### src/rtl/pc_branch_unit_pkg.sv
// Shared constants for the program-counter / branch unit:
// address width, default sequential step and FSM state encoding.
package pc_branch_unit_pkg;

    localparam int          ADDR_W          = 32;
    localparam logic [31:0] PC_STEP_DEFAULT = 32'd4;

    typedef enum logic [1:0] {
        BOOT          = 2'd0,
        RUN           = 2'd1,
        HOLD          = 2'd2,
        HOLD_REDIRECT = 2'd3
    } pc_state_e;

endpackage : pc_branch_unit_pkg

### src/rtl/pc_target_adder.sv
// Combinational branch/jump target adder: sum = base + offset, modulo 2^32.
// Kept separate so the jump-and-link path can reuse it.
module pc_target_adder
    import pc_branch_unit_pkg::*;
(
    input  logic [ADDR_W-1:0] base,
    input  logic [ADDR_W-1:0] offset,
    output logic [ADDR_W-1:0] sum
);

    // Wrap-around is intentional: the carry out is simply dropped.
    assign sum = base + offset;

endmodule : pc_target_adder

### src/rtl/pc_branch_unit.sv
// Program-counter owner: sequential increment, taken-branch/jump redirect,
// PC hold across instruction-memory stalls with a single queued redirect,
// one-cycle fetch flush on each applied redirect and a saturating
// redirect counter.
module pc_branch_unit
    import pc_branch_unit_pkg::*;
#(
    parameter logic [31:0] RESET_PC  = 32'h0000_0000,
    parameter logic [31:0] PC_STEP   = PC_STEP_DEFAULT,
    parameter int          CNT_WIDTH = 16
) (
    input  logic                 CLK,
    input  logic                 RESET,
    input  logic [ADDR_W-1:0]    BRANCH_OFFSET,
    input  logic                 JUMP,
    input  logic                 BRANCH,
    input  logic                 ZERO,
    input  logic                 BUSYWAIT,
    output logic [ADDR_W-1:0]    PC,
    output logic [ADDR_W-1:0]    PC_PLUS4,
    output logic                 FETCH_EN,
    output logic                 FLUSH,
    output logic [CNT_WIDTH-1:0] REDIRECT_CNT
);

    localparam logic [CNT_WIDTH-1:0] CNT_ONE = {{(CNT_WIDTH-1){1'b0}}, 1'b1};
    localparam logic [CNT_WIDTH-1:0] CNT_MAX = {CNT_WIDTH{1'b1}};

    pc_state_e             state_r;
    pc_state_e             state_next_s;
    logic [ADDR_W-1:0]     pc_r;
    logic [ADDR_W-1:0]     pc_next_s;
    logic [ADDR_W-1:0]     pc_plus4_s;
    logic [ADDR_W-1:0]     target_s;
    logic [ADDR_W-1:0]     pending_r;
    logic                  pend_load_s;
    logic                  flush_r;
    logic                  flush_next_s;
    logic                  redirect_s;
    logic                  fetch_en_r;
    logic [CNT_WIDTH-1:0]  cnt_r;
    logic                  taken_s;

    // JUMP and BRANCH together collapse into one redirect request.
    assign taken_s    = JUMP | (BRANCH & ZERO);
    assign pc_plus4_s = pc_r + PC_STEP;

    pc_target_adder u_target_adder (
        .base   (pc_plus4_s),
        .offset (BRANCH_OFFSET),
        .sum    (target_s)
    );

    // State register.
    always_ff @(posedge CLK) begin
        if (!RESET) begin
            state_r <= BOOT;
        end else begin
            state_r <= state_next_s;
        end
    end

    // Next-state logic; RUN and HOLD share transitions, only the stall
    // without a request decides whether we sit in HOLD.
    always_comb begin
        state_next_s = state_r;
        case (state_r)
            BOOT: begin
                state_next_s = RUN;
            end
            RUN, HOLD: begin
                if (BUSYWAIT) begin
                    if (taken_s) begin
                        state_next_s = HOLD_REDIRECT;
                    end else begin
                        state_next_s = HOLD;
                    end
                end else begin
                    state_next_s = RUN;
                end
            end
            HOLD_REDIRECT: begin
                if (BUSYWAIT) begin
                    state_next_s = HOLD_REDIRECT;
                end else begin
                    state_next_s = RUN;
                end
            end
            default: begin
                state_next_s = BOOT;
            end
        endcase
    end

    // Datapath controls: next PC, flush request, counter bump, pending latch.
    always_comb begin
        pc_next_s    = pc_r;
        flush_next_s = 1'b0;
        redirect_s   = 1'b0;
        pend_load_s  = 1'b0;
        case (state_r)
            BOOT: begin
                pc_next_s = pc_r;
            end
            RUN, HOLD: begin
                if (BUSYWAIT) begin
                    pend_load_s = taken_s;
                end else if (taken_s) begin
                    pc_next_s    = target_s;
                    flush_next_s = 1'b1;
                    redirect_s   = 1'b1;
                end else begin
                    pc_next_s = pc_plus4_s;
                end
            end
            HOLD_REDIRECT: begin
                // The first latched target wins; live inputs are ignored.
                if (BUSYWAIT) begin
                    pc_next_s = pc_r;
                end else begin
                    pc_next_s    = pending_r;
                    flush_next_s = 1'b1;
                    redirect_s   = 1'b1;
                end
            end
            default: begin
                pc_next_s = pc_r;
            end
        endcase
    end

    // PC register.
    always_ff @(posedge CLK) begin
        if (!RESET) begin
            pc_r <= RESET_PC;
        end else begin
            pc_r <= pc_next_s;
        end
    end

    // Redirect target queued while instruction memory is stalled.
    always_ff @(posedge CLK) begin
        if (!RESET) begin
            pending_r <= {ADDR_W{1'b0}};
        end else if (pend_load_s) begin
            pending_r <= target_s;
        end else begin
            pending_r <= pending_r;
        end
    end

    // Registered flush and fetch-enable; both line up with the PC they describe.
    always_ff @(posedge CLK) begin
        if (!RESET) begin
            flush_r    <= 1'b0;
            fetch_en_r <= 1'b0;
        end else begin
            flush_r    <= flush_next_s;
            fetch_en_r <= (state_next_s != BOOT);
        end
    end

    // Saturating count of applied redirects.
    always_ff @(posedge CLK) begin
        if (!RESET) begin
            cnt_r <= {CNT_WIDTH{1'b0}};
        end else if (redirect_s && (cnt_r != CNT_MAX)) begin
            cnt_r <= cnt_r + CNT_ONE;
        end else begin
            cnt_r <= cnt_r;
        end
    end

    assign PC           = pc_r;
    assign PC_PLUS4     = pc_plus4_s;
    assign FETCH_EN     = fetch_en_r;
    assign FLUSH        = flush_r;
    assign REDIRECT_CNT = cnt_r;

endmodule : pc_branch_unit

### config.mk
export PLATFORM = sky130hd
export DESIGN_NAME = pc_branch_unit
export DESIGN_NICKNAME = d
export VERILOG_FILES = /design/src/rtl/pc_branch_unit_pkg.sv /design/src/rtl/pc_target_adder.sv /design/src/rtl/pc_branch_unit.sv
export SDC_FILE = /design/constraint.sdc
export NUM_CORES = 1
export LEC_CHECK = 0
export BUFFER_PORTS_ARGS = -buffer_cell sky130_fd_sc_hd__clkbuf_2
export CAP_MARGIN = 20
export CORE_MARGIN = 1
export CORE_UTILIZATION = 30
export CTS_BUF_LIST = sky130_fd_sc_hd__clkbuf_8
export CTS_CLUSTER_DIAMETER = 60
export DETAILED_ROUTE_END_ITERATION = 10
export HOLD_SLACK_MARGIN = 0.02
export SLEW_MARGIN = 20
export SYNTH_ARGS = -nofsm -noshare
export SYNTH_HDL_FRONTEND = slang
export SYNTH_SLANG_ARGS = --single-unit
### constraint.sdc
create_clock -name CLK -period 5.01 [get_ports CLK]
set_input_delay 0.501 -clock CLK [delete_from_list [all_inputs] [get_ports CLK]]
set_output_delay 0.501 -clock CLK [all_outputs]
set_load 0.01 [all_outputs]
==> impl_metrics.yaml <==
global_routing:
  grt_pass1_vias: 5628
  grt_max_degree: 62
  grt-ovfl-total: 0
  gr-usage-all-layers_pct: 19.7
  antenna_found_initial: 0
  global_route_wire_length_before_repair_um: 30800
timing:
  slew_headroom_pct: 35.4
  fin_crit_sh_pct: 88.1
  final-hold-violation-count: 0
  slew_violations: 0
  rsz_0062_raised_after_global_routing: "no"
  worst_pin_slew_ps: 965
  skew_ps: 11.2
  timing.hold.ws_ps: 457
  timing.final.crit_period_ps: 4410
  setup_violations: 0
  max_freq_mhz: 227
  fin_setup_tns_ps: 0
yosys:
  synth_nets: 864
  total_number_of_yosys_warnings: 0
  async_set_reset_flop_share_out_of_synthesis_pct: 0
  post_synth.cell_area_avg_um2: 7.60
  synth-edff-count: 0
  yosys.area.top_type_share_pct: 28.3
  yosys_register_bits: 84
  most_instantiated_library_cell_after_synthesis: "sky130_fd_sc_hd__nand2_1"
  synth_top_cells_by_count: "sky130_fd_sc_hd__nand2_1, sky130_fd_sc_hd__a21oi_1, sky130_fd_sc_hd__dfxtp_1, sky130_fd_sc_hd__nor2_1, sky130_fd_sc_hd__o21ai_0"
  synth.top_cells.by_area: "sky130_fd_sc_hd__dfxtp_1, sky130_fd_sc_hd__ha_1, sky130_fd_sc_hd__a21oi_1"
  synth_ff_type: "sky130_fd_sc_hd__dfxtp_1"
  synthCells: 783
  synth_top_area_cell: "sky130_fd_sc_hd__dfxtp_1"
  syn-cell-area_um2: 5950
  netlist-cell-type-count: 63
  yosysSeqAreaShare_pct: 28.3
clock_network:
  insertion_delay_ps: 380
  tritoncts_clock_tree: "done"
  ctsHtreeMaxLevel: 3
  ctsRootBufferMaster: "sky130_fd_sc_hd__clkbuf_8"
  cts_inserted_buffers: 9
  cts.sinks: 84
  postCtsResizedCells: 0
  post_cts_hold_buffer_count: 0
  reg_clk_slew_reported_paths_ps: 90
  post-cts-setup-buffer-count: 0
  cts_max_path_buffers: 2
cells_and_area:
  design.final.nets: 963
  number_of_fill_cells: 2092
  area_of_all_placed_cells_without_fillers_um2: 7000
  areaGrowthSynthToFinish_pct: 17.6
  antenna-diode-count: 0
  ratio_of_cells_with_drive_above_1_in_the_final_layout_pct: 18.4
floorplan:
  dieArea_um2: 20400
  io-pin-count: 120
  rows: 51
  fp.dieH_um: 143
  initial_utilization_pct: 30.6
  core_region_area_um2: 19500
  floorplan.die.width_um: 143
power_and_ir_drop:
  peakVddDrop_v: 0.000141
  power.switching_fraction_pct: 38.8
  pwr_density_cell_nw_per_um2: 293
  power.share.sequential_pct: 38.3
  clockPowerShare_pct: 24.9
  netSwitchingPower_uw: 795
  total_power_mw: 2.05
  intPower_mw: 1.25
  total_leakage_power_nw: 3.04
  power_frac_comb_pct: 36.8
critical_path:
  cp-end-kind: "flop"
  worstPathMaxFanout: 7
  critPathKind: "reg -> reg"
  cp_data_arrival_time_ps: 4670
  required_ps: 5270
  setup.worst_path.start_class: "flop"
placement:
  detailed_place.area_um2: 6790
  dp.final_hpwl_um: 14700
  replace_congestion: 0.888
  total_of_buffers_placed_on_input_and_output_ports: 119
route:
  via_count: 6067
  routed_wirelength_um: 19600
  remaining_drc_errors: 0
  detailedRoute.firstIterationViolations: 361
  drtAntennaViolNets: 0
  wl_per_cell_um: 17.0
  detailedRoute.firstPassIterationCount: 7
  vias_per_cell: 5.27
min_path:
  hold_path.class: "reg -> reg"
job:
  max_cap_violations: 0
run_status:
  status: "finished, final reports clean"
==> per-stage QoR <==
| stage | setup slack, ps | utilization [%] | instances |
|---|---|---|---|
| after floorplan | 1210 | - | 783 |
| after global placement | 654 | 34.9 | 1136 |
| after detailed placement | 698 | 34.9 | 1136 |
| after CTS | 669 | 35.9 | 1152 |
| after global routing | 303 | 35.9 | 1152 |
| final | 598 | 35.9 | 1152 |
==> critical path, cell delays in order, from the launching register on <==
cell                       delay, ps
sky130_fd_sc_hd__dfxtp_1         450
sky130_fd_sc_hd__and4_4          310
sky130_fd_sc_hd__nand2_4          80
sky130_fd_sc_hd__nor2_1          240
sky130_fd_sc_hd__nand3_1         130
sky130_fd_sc_hd__xnor2_1         280
sky130_fd_sc_hd__ha_1            360
sky130_fd_sc_hd__a21oi_1         280
sky130_fd_sc_hd__o211ai_1        160
sky130_fd_sc_hd__a221oi_1        550
sky130_fd_sc_hd__a21oi_1         220
sky130_fd_sc_hd__o21ai_0         280
sky130_fd_sc_hd__a21oi_1         150
sky130_fd_sc_hd__a221oi_1        400
sky130_fd_sc_hd__xor2_1          270
sky130_fd_sc_hd__a21boi_0        130
==> cell usage in the layout (no fill, tap or decap), drive strengths merged, types with 3 or more instances in the layout <==
| cell | netlist | final |
|---|---|---|
| a31oi | 7 | 7 |
| o31a | 3 | 3 |
| a21oi | 90 | 90 |
| mux2i | 5 | 5 |
| dfxtp | 84 | 84 |
| nand2 | 99 | 99 |
| nand2b | 3 | 3 |
| ha | 42 | 42 |
| and3 | 14 | 14 |
| nand3 | 32 | 32 |
| clkinv | 1 | 4 |
| inv | 14 | 14 |
| clkbuf | 37 | 129 |
| nor3 | 16 | 16 |
| buf | 5 | 11 |
| xnor2 | 33 | 33 |
| a211oi | 10 | 10 |
| a21o | 17 | 17 |
| o211ai | 16 | 16 |
| o31ai | 3 | 3 |
| o21ai | 48 | 48 |
| nor2b | 5 | 5 |
| or3 | 7 | 7 |
| xor2 | 38 | 38 |
| and2 | 6 | 6 |
| and4 | 7 | 7 |
| nand4 | 19 | 19 |
| o21a | 5 | 5 |
| nor2 | 82 | 82 |
| a221oi | 3 | 3 |
==> sequential cells by signal, summed over array words and instances, names as in the netlist <==
register	flops
FETCH_EN	1
FLUSH	1
PC	32
REDIRECT_CNT	16
pending_r	32
state_r	2
==> metal layers <==
layer | GRT usage (%) | wire [µm] | vias to the layer above
met4 | 6.56 | 466 | 0
met5 | 0 | 0 | -
li1 | - | - | 2993
met3 | 4.86 | 1560 | 31
met2 | 30.9 | 8620 | 226
met1 | 26.4 | 8990 | 2817
==> cell families after synthesis <==
| kind of cell | share of synthesized area [%] |
|---|---|
| xor+xnor | 10.5 |
| buf+inv | 3.87 |
| flops | 28.3 |
| simple gates | 23.9 |
| fa+ha+maj | 9.17 |
| compound gates | 23.1 |
| mux | 1.22 |
==> area by class of cell <==
| type | instances | area, µm² | area share, % |
|---|---|---|---|
| clock inverters | 6 | 63.8 | 0.912 |
| flip-flops and latches | 84 | 1680 | 24.0 |
| clock buffers | 10 | 138 | 1.97 |
| well taps | 265 | 332 | 4.74 |
| repair buffers | 130 | 678 | 9.69 |
| multi-input cells | 642 | 4050 | 57.8 |
| inverters | 15 | 56.3 | 0.805 |
==> path summary, 6_finish.rpt <==
kind,start,cells after the start,endpoint,slack [ps]
max,PC[4],15,PC[30],600
max reg2reg,PC[4],15,PC[30],600
min reg2reg,pending_r[19],2,pending_r[19],460
min,pending_r[19],2,pending_r[19],460
==> power groups by stage <==
stage / logic (mW) / registers, mW / clock network (mW)
global route: 0.832 / 0.792 / 0.550
finish: 0.754 / 0.784 / 0.511
detailed placement: 0.744 / 0.798 / 0
CTS: 0.749 / 0.783 / 0.522
global placement: 0.747 / 0.797 / 0
floorplan: 0.492 / 0.797 / 0
Power figures use the tool's default switching activity.
